## src/rtl/mem_stage.sv

```systemverilog
// Memory pipeline stage: ALU ops pass through in one cycle; LD/ST hold a data-memory
// request until mem_ack arrives or the wait counter times out (sticky bus_error).
module mem_stage (
   input  logic        clock,
   input  logic        reset,
   input  logic        in_valid,
   output logic        in_ready,
   input  logic [3:0]  opcode,
   input  logic [19:0] aluRESULT,
   input  logic [19:0] store_data,
   output logic        mem_req,
   output logic        mem_we,
   output logic [19:0] mem_addr,
   output logic [19:0] mem_wdata,
   input  logic        mem_ack,
   input  logic [19:0] mem_rdata,
   output logic        out_valid,
   output logic [3:0]  opcode_out,
   output logic [19:0] aluRESULTout,
   output logic [19:0] memory_read_data_out,
   output logic        bus_error
);

   localparam logic [3:0] OP_LD   = 4'b0100;
   localparam logic [3:0] OP_ST   = 4'b0101;
   localparam logic [7:0] TIMEOUT = 8'd255;

   typedef enum logic {IDLE, ACCESS} state_t;

   state_t      state_reg, state_next;
   logic [7:0]  wait_reg, wait_next;
   logic        mem_req_reg, mem_req_next;
   logic        mem_we_reg, mem_we_next;
   logic [19:0] mem_addr_reg, mem_addr_next;
   logic [19:0] mem_wdata_reg, mem_wdata_next;
   logic        out_valid_reg, out_valid_next;
   logic [3:0]  opcode_out_reg, opcode_out_next;
   logic [19:0] alu_out_reg, alu_out_next;
   logic [19:0] rdata_out_reg, rdata_out_next;
   logic        bus_error_reg, bus_error_next;
   logic        is_mem;

   assign is_mem = (opcode == OP_LD) || (opcode == OP_ST);

   always_comb begin
      state_next      = state_reg;
      wait_next       = wait_reg;
      mem_req_next    = mem_req_reg;
      mem_we_next     = mem_we_reg;
      mem_addr_next   = mem_addr_reg;
      mem_wdata_next  = mem_wdata_reg;
      out_valid_next  = 1'b0;
      opcode_out_next = opcode_out_reg;
      alu_out_next    = alu_out_reg;
      rdata_out_next  = rdata_out_reg;
      bus_error_next  = bus_error_reg;
      case (state_reg)
         IDLE: begin
            if (in_valid) begin
               if (is_mem) begin
                  // Result outputs are left untouched until the access finishes.
                  state_next     = ACCESS;
                  wait_next      = 8'd0;
                  mem_req_next   = 1'b1;
                  mem_we_next    = (opcode == OP_ST);
                  mem_addr_next  = aluRESULT;
                  mem_wdata_next = (opcode == OP_ST) ? store_data : 20'd0;
               end else begin
                  out_valid_next  = 1'b1;
                  opcode_out_next = opcode;
                  alu_out_next    = aluRESULT;
                  rdata_out_next  = 20'd0;
               end
            end
         end
         ACCESS: begin
            // The pending opcode is recoverable from mem_we; the address doubles as ALU result.
            if (mem_ack || wait_reg == TIMEOUT - 8'd1) begin
               state_next      = IDLE;
               mem_req_next    = 1'b0;
               mem_we_next     = 1'b0;
               out_valid_next  = 1'b1;
               opcode_out_next = mem_we_reg ? OP_ST : OP_LD;
               alu_out_next    = mem_addr_reg;
               rdata_out_next  = (mem_ack && !mem_we_reg) ? mem_rdata : 20'd0;
               bus_error_next  = bus_error_reg | ~mem_ack;
            end else begin
               wait_next = wait_reg + 8'd1;
            end
         end
         default: state_next = IDLE;
      endcase
   end

   always_ff @(posedge clock) begin
      if (reset) begin
         state_reg      <= IDLE;
         wait_reg       <= 8'd0;
         mem_req_reg    <= 1'b0;
         mem_we_reg     <= 1'b0;
         mem_addr_reg   <= 20'd0;
         mem_wdata_reg  <= 20'd0;
         out_valid_reg  <= 1'b0;
         opcode_out_reg <= 4'd0;
         alu_out_reg    <= 20'd0;
         rdata_out_reg  <= 20'd0;
         bus_error_reg  <= 1'b0;
      end else begin
         state_reg      <= state_next;
         wait_reg       <= wait_next;
         mem_req_reg    <= mem_req_next;
         mem_we_reg     <= mem_we_next;
         mem_addr_reg   <= mem_addr_next;
         mem_wdata_reg  <= mem_wdata_next;
         out_valid_reg  <= out_valid_next;
         opcode_out_reg <= opcode_out_next;
         alu_out_reg    <= alu_out_next;
         rdata_out_reg  <= rdata_out_next;
         bus_error_reg  <= bus_error_next;
      end
   end

   assign in_ready             = (state_reg == IDLE);
   assign mem_req              = mem_req_reg;
   assign mem_we               = mem_we_reg;
   assign mem_addr             = mem_addr_reg;
   assign mem_wdata            = mem_wdata_reg;
   assign out_valid            = out_valid_reg;
   assign opcode_out           = opcode_out_reg;
   assign aluRESULTout         = alu_out_reg;
   assign memory_read_data_out = rdata_out_reg;
   assign bus_error            = bus_error_reg;

endmodule

```

## config.mk

```make
export PLATFORM = sky130hd
export DESIGN_NAME = mem_stage
export DESIGN_NICKNAME = d
export VERILOG_FILES = /design/src/rtl/mem_stage.sv
export SDC_FILE = /design/constraint.sdc
export NUM_CORES = 1
export LEC_CHECK = 0
export ABC_AREA = 1
export CORE_UTILIZATION = 42
export CTS_CLUSTER_DIAMETER = 30
export DETAILED_ROUTE_END_ITERATION = 6
export PLACE_DENSITY = 0.74
export SETUP_SLACK_MARGIN = 0.05
export SYNTH_ARGS = -nofsm -noshare
export SYNTH_HDL_FRONTEND = slang
export SYNTH_SLANG_ARGS = --single-unit
export TNS_END_PERCENT = 5
```

## constraint.sdc

```tcl
create_clock -name clock -period 3.7 [get_ports clock]
set_input_delay 0.37 -clock clock [delete_from_list [all_inputs] [get_ports clock]]
set_output_delay 0.37 -clock clock [all_outputs]
set_load 0.02 [all_outputs]
```

Yosys cells after proc, flatten, opt, wreduce, memory -nomap -nowiden
Cells that the tools add are included.
- $add $sub $neg: 1
- eq/ne operators: 8
- mux-type cells: 34
- bitwise logic cells: 3
- reductions and logical operators: 9
- operators with widths (operator ; number):
    $mux W20 ; 8
    $pmux W20 S2 ; 2
    $mux W8 ; 3
    $pmux W8 S2 ; 1
    $mux W1 ; 12
    $mux W4 ; 3
    $reduce_and A3 Y1 ; 4
    $add A8 B1 Y8 const B ; 1
    $eq A4 B3 Y1 const B ; 2
    $eq A8 B8 Y1 const B ; 1
    $pmux W1 S2 ; 4
    $pmux W4 S2 ; 1
    $ne A2 B2 Y1 const B ; 3
    $ne A2 B1 Y1 const B ; 2
    $logic_or A1 B1 Y1 ; 2
    $not A1 Y1 ; 2
    $reduce_and A2 Y1 ; 1
    $logic_and A1 B1 Y1 ; 1
    $logic_not A1 Y1 ; 1
    $or A1 B1 Y1 ; 1
- bits in registers: 97
- input port bits: 68
- output and inout bits: 89

Depth between registers and ports, before layout
- word-level depth: 5
- depth in mapped cells: 12
- depth with buffers taken out: 11

Least setup slack after synthesis
Ideal clock, no wire load.
- path kind: reg-to-reg
- start: reg wait_reg[0]
- end: reg opcode_out_reg[2], in the netlist opcode_out[2]
- data arrival time: 1288 ps
- required time: 3586 ps
- slack: 2299 ps
- cell stages (with the launch flop): 12
- path buffers: 1
- cells stage by stage: dfxtp_1 -> inv_1 -> ha_1 -> nand2_1 -> nor2_1 -> nand2_1 -> nand2_2 -> nand2_4 -> nand2_8 -> buf_6 -> o21bai_1 -> inv_1
- cells in the longest elaborated chain, start to end: 4
- RTL lines (element ; RTL line ; text):
    start, declared ; 31 ; logic [7:0] wait_reg, wait_next;
    start signal, assigned ; 110 ; wait_reg <= wait_next;
    $eq A8 B8 Y1 ; 78 ; if (mem_ack || wait_reg == TIMEOUT - 8'd1) begin
    $logic_or A1 B1 Y1 ; 78 ;
    $ne A2 B1 Y1 (no source line) ; n/a ;
    $reduce_and A3 Y1 (no source line) ; n/a ;
    end signal, assigned ; 116 ; opcode_out_reg <= opcode_out_next;
    end, declared ; 37 ; logic [3:0] opcode_out_reg, opcode_out_next;
No other way between the ends.
A chain may end at the register's enable or synchronous reset.

Final worst setup path
- start: reg state_reg
- end: out in_ready
- cells in the longest elaborated chain, start to end: 1
- RTL lines (element ; RTL line ; text):
    start, declared ; 30 ; state_t state_reg, state_next;
    start signal, assigned ; 109 ; state_reg <= state_next;
    $not A1 Y1 ; n/a ;
    end, declared ; 7 ; output logic in_ready,
No other way between the ends.

==> impl_results.md <==
- Sw frac: 27.3%
- Tot GR Track Use: 22.8%
- DP Area: 5570 µm²
- Post-route clock period utilization: 60.3%
- Total core area: 9240 µm²
- Setup-failing EPs final: 0
- Clk_lat worst skew: 0.36 ns
- Final Hold Vio Count: 0
- Nets: 746
- H-tree level count: 3
- Hold Path Class: register to register
- Worst-path maximum fanout: 48
- Initial core utilization: 43.4%
- Pre-CTS WS: 1.44 ns
- Resize count post-CTS: 0
- Initial DRC count: 166
- FMAX: 448 MHz
- Worst slew pin tran: 0.834 ns
- Synth Net Count: 613
- Yosys warnings: 0
- WL/cell: 14.0 µm
- Synth area leaders: dfxtp_1 (48%), nor2_1 (10%), nand2_1 (8.2%), nand3_1 (6.6%), a21oi_1 (6.5%)
- Clock Root Buffer: clkbuf_8
- Syn_area_per_cell: 7.38 µm²
- Pleak: 2.24 nW
- GP Congestion: 0.787
- P per Cell Area: 376 nW/µm²
- Cell Chain, Critical Path: buf_4 -> inv_1 -> clkdlybuf4s50_1
- RSZ-0062 raised after global routing: no
- Clock power frac: 32.6%
- Cell Rows: 35
- Clk slew on worst S/H paths: 0.09 ns
- Biggest area consumer among synthesized cells: dfxtp_1
- Status: complete, no violations
- Vias in the first global route: 3,885
- Routed Antenna Nets: 0
- Fin area: 5770 µm²
- Clk sink count: 97
- Antenna violations before repair: 0
- Synth Register Bits: 97
- Max_slew headroom: 44.2%
- Final WS setup: 1.47 ns
- I/O pin count: 157
- Fill cells: 802
- Post-DR vias/cell: 5.12
- Pins Over Slew Limit: 0
- Sequential share of the synthesized area: 48.5%
- # port buffers: 156
- Worst path buffer plus inverter count: 3
- Die Wd: 99.7 µm
- Fraction of layout cells with a size suffix above 1: 5.14%
- Crit Path Category: register to primary output
- Global-route wire length before repair: 18,300 µm
- Post-synth top area share: 48.5%
- Worst Path Arrival: 1.86 ns
- Switch Pwr: 0.593 mW
- Setup TNS: 0 ns
- Startpoint Class: register
- Largest net degree at the start of global routing: 60
- Unique cell type count in the Yosys netlist: 29
- Syn Inst Count: 543
- Max Root-Sink Buffers: 2
- Worst Path Required: 3.33 ns
- Register share of total power: 51.1%
- Clk_skew: 0.0105 ns
- Gate power share: 16.3%
- Pre-antenna DRT Iters: 4
- Die area: 9930 µm²
- Total Wirelength: 11,300 µm
- CTS tree: yes
- Area of the mapped netlist: 4010 µm²
- CP peak stage delay: 0.56 ns
- Peak supply drop: 0.189 mV
- # Max-Cap Violations: 0
- Layout area overhead: 44.1%
- Tot Pwr: 2.17 mW
- CTS Hold Bufs: 0
- CP top delay family: buffers and inverters
- R2R setup slack: 1.88 ns
- Chip height: 99.7 µm
- Post-CTS setup repair buffer count: 0
- DR vias: 4,148
- Diodes inserted: 0
- DRC violation count after routing: 0
- Cell Int Power: 1.58 mW
- Dpl hpwl: 7640 µm
- Num CTS Buffers: 9
- Post-layout minimum cycle time: 2.23 ns
- Crit end category: primary output
- Remaining global-route overflow: 0
- CP max-delay cell: clkdlybuf4s50_1
[per-layer routing]
layer  global-route usage [%]  share of wire [%]  wire length (µm)
met1                     28.8                 44              5010
met2                     37.9                 47              5350
met3                     6.04                7.3               830
met4                     7.24                1.3               150
met5                        0                  0                 0
[layout by cell type (no fill, tap or decap), drive strengths merged]
cell type / Yosys / layout
bufinv: 0 / 1
clkinv: 0 / 3
a21oi: 53 / 53
or2: 1 / 1
dfxtp: 97 / 97
inv: 17 / 20
o21ai: 36 / 36
a21o: 1 / 1
nand2: 94 / 94
ha: 2 / 2
xor2: 1 / 1
nand4: 21 / 21
clkbuf: 20 / 9
o211ai: 1 / 1
nand3: 53 / 53
o31ai: 1 / 1
clkdlybuf4s50: 0 / 156
o21bai: 1 / 1
buf: 21 / 7
nor3: 10 / 10
nor2: 113 / 113
[logic make-up (layout without fill, tap and decap cells)]
kind of cell | count (synthesis) | after routing | synth area share [%]
AND/OR/NAND/NOR | 292 | 292 | 31.7
flip-flops | 97 | 97 | 48.5
AO/OA/AOI/OAI | 93 | 93 | 12.1
buffers and inverters | 58 | 196 | 6.90
adder cells (fa/ha/maj) | 2 | 2 | 0.625
XOR/XNOR | 1 | 1 | 0.219
[stage by stage]
stage	util (%)	hold WS [ns]	std cells
after floorplan	-	0.450	543
after global placement	60.3	0.440	794
after detailed placement	60.3	0.455	794
after CTS	62.5	0.476	810
after global routing	62.5	0.501	810
final	62.5	0.473	810
[cell type report]
| class | instances | area, µm² | area share, % |
|---|---|---|---|
| clock buffer | 9 | 124 | 2.15 |
| clock inverter | 7 | 77.6 | 1.34 |
| tap | 129 | 161 | 2.80 |
| inverter | 17 | 63.8 | 1.11 |
| sequential | 97 | 1940 | 33.7 |
| timing repair buffer | 163 | 1610 | 28.0 |
| multi-input combinational | 388 | 1790 | 31.0 |
[worst paths after layout]
check | to | depth (start not counted) | start
setup / recovery | in_ready | 3 | state_reg
hold / removal | opcode_out[2] | 2 | opcode_out[2]
setup reg to reg | aluRESULTout[3] | 6 | state_reg
hold reg to reg | opcode_out[2] | 2 | opcode_out[2]
[power groups by stage]
stage	Sequential (mW)	Combinational, mW	Clock, mW
final	1.11	0.355	0.707
after global routing	1.12	0.384	0.765
after CTS	1.11	0.356	0.722
after detailed placement	1.13	0.355	0
after global placement	1.13	0.350	0
after floorplan	1.18	0.131	0
[synthesized netlist by cell type, drive strengths merged]
cell,n
a21o,1
o21ai,36
inv,17
dfxtp,97
o21bai,1
nor3,10
or2,1
nand4,21
nand3,53
nor2,113
o211ai,1
nand2,94
clkbuf,20
xor2,1
o31ai,1
a21oi,53
buf,21
ha,2
[worst register-to-register path: cells and delay by family (launching register included)]
kind | cells | cell delay [ns]
AND/OR/NAND/NOR | 5 | 0.93
flip-flops | 1 | 0.35
buffers and inverters | 1 | 0.46
Note: power is estimated with default switching activity, not from simulation.
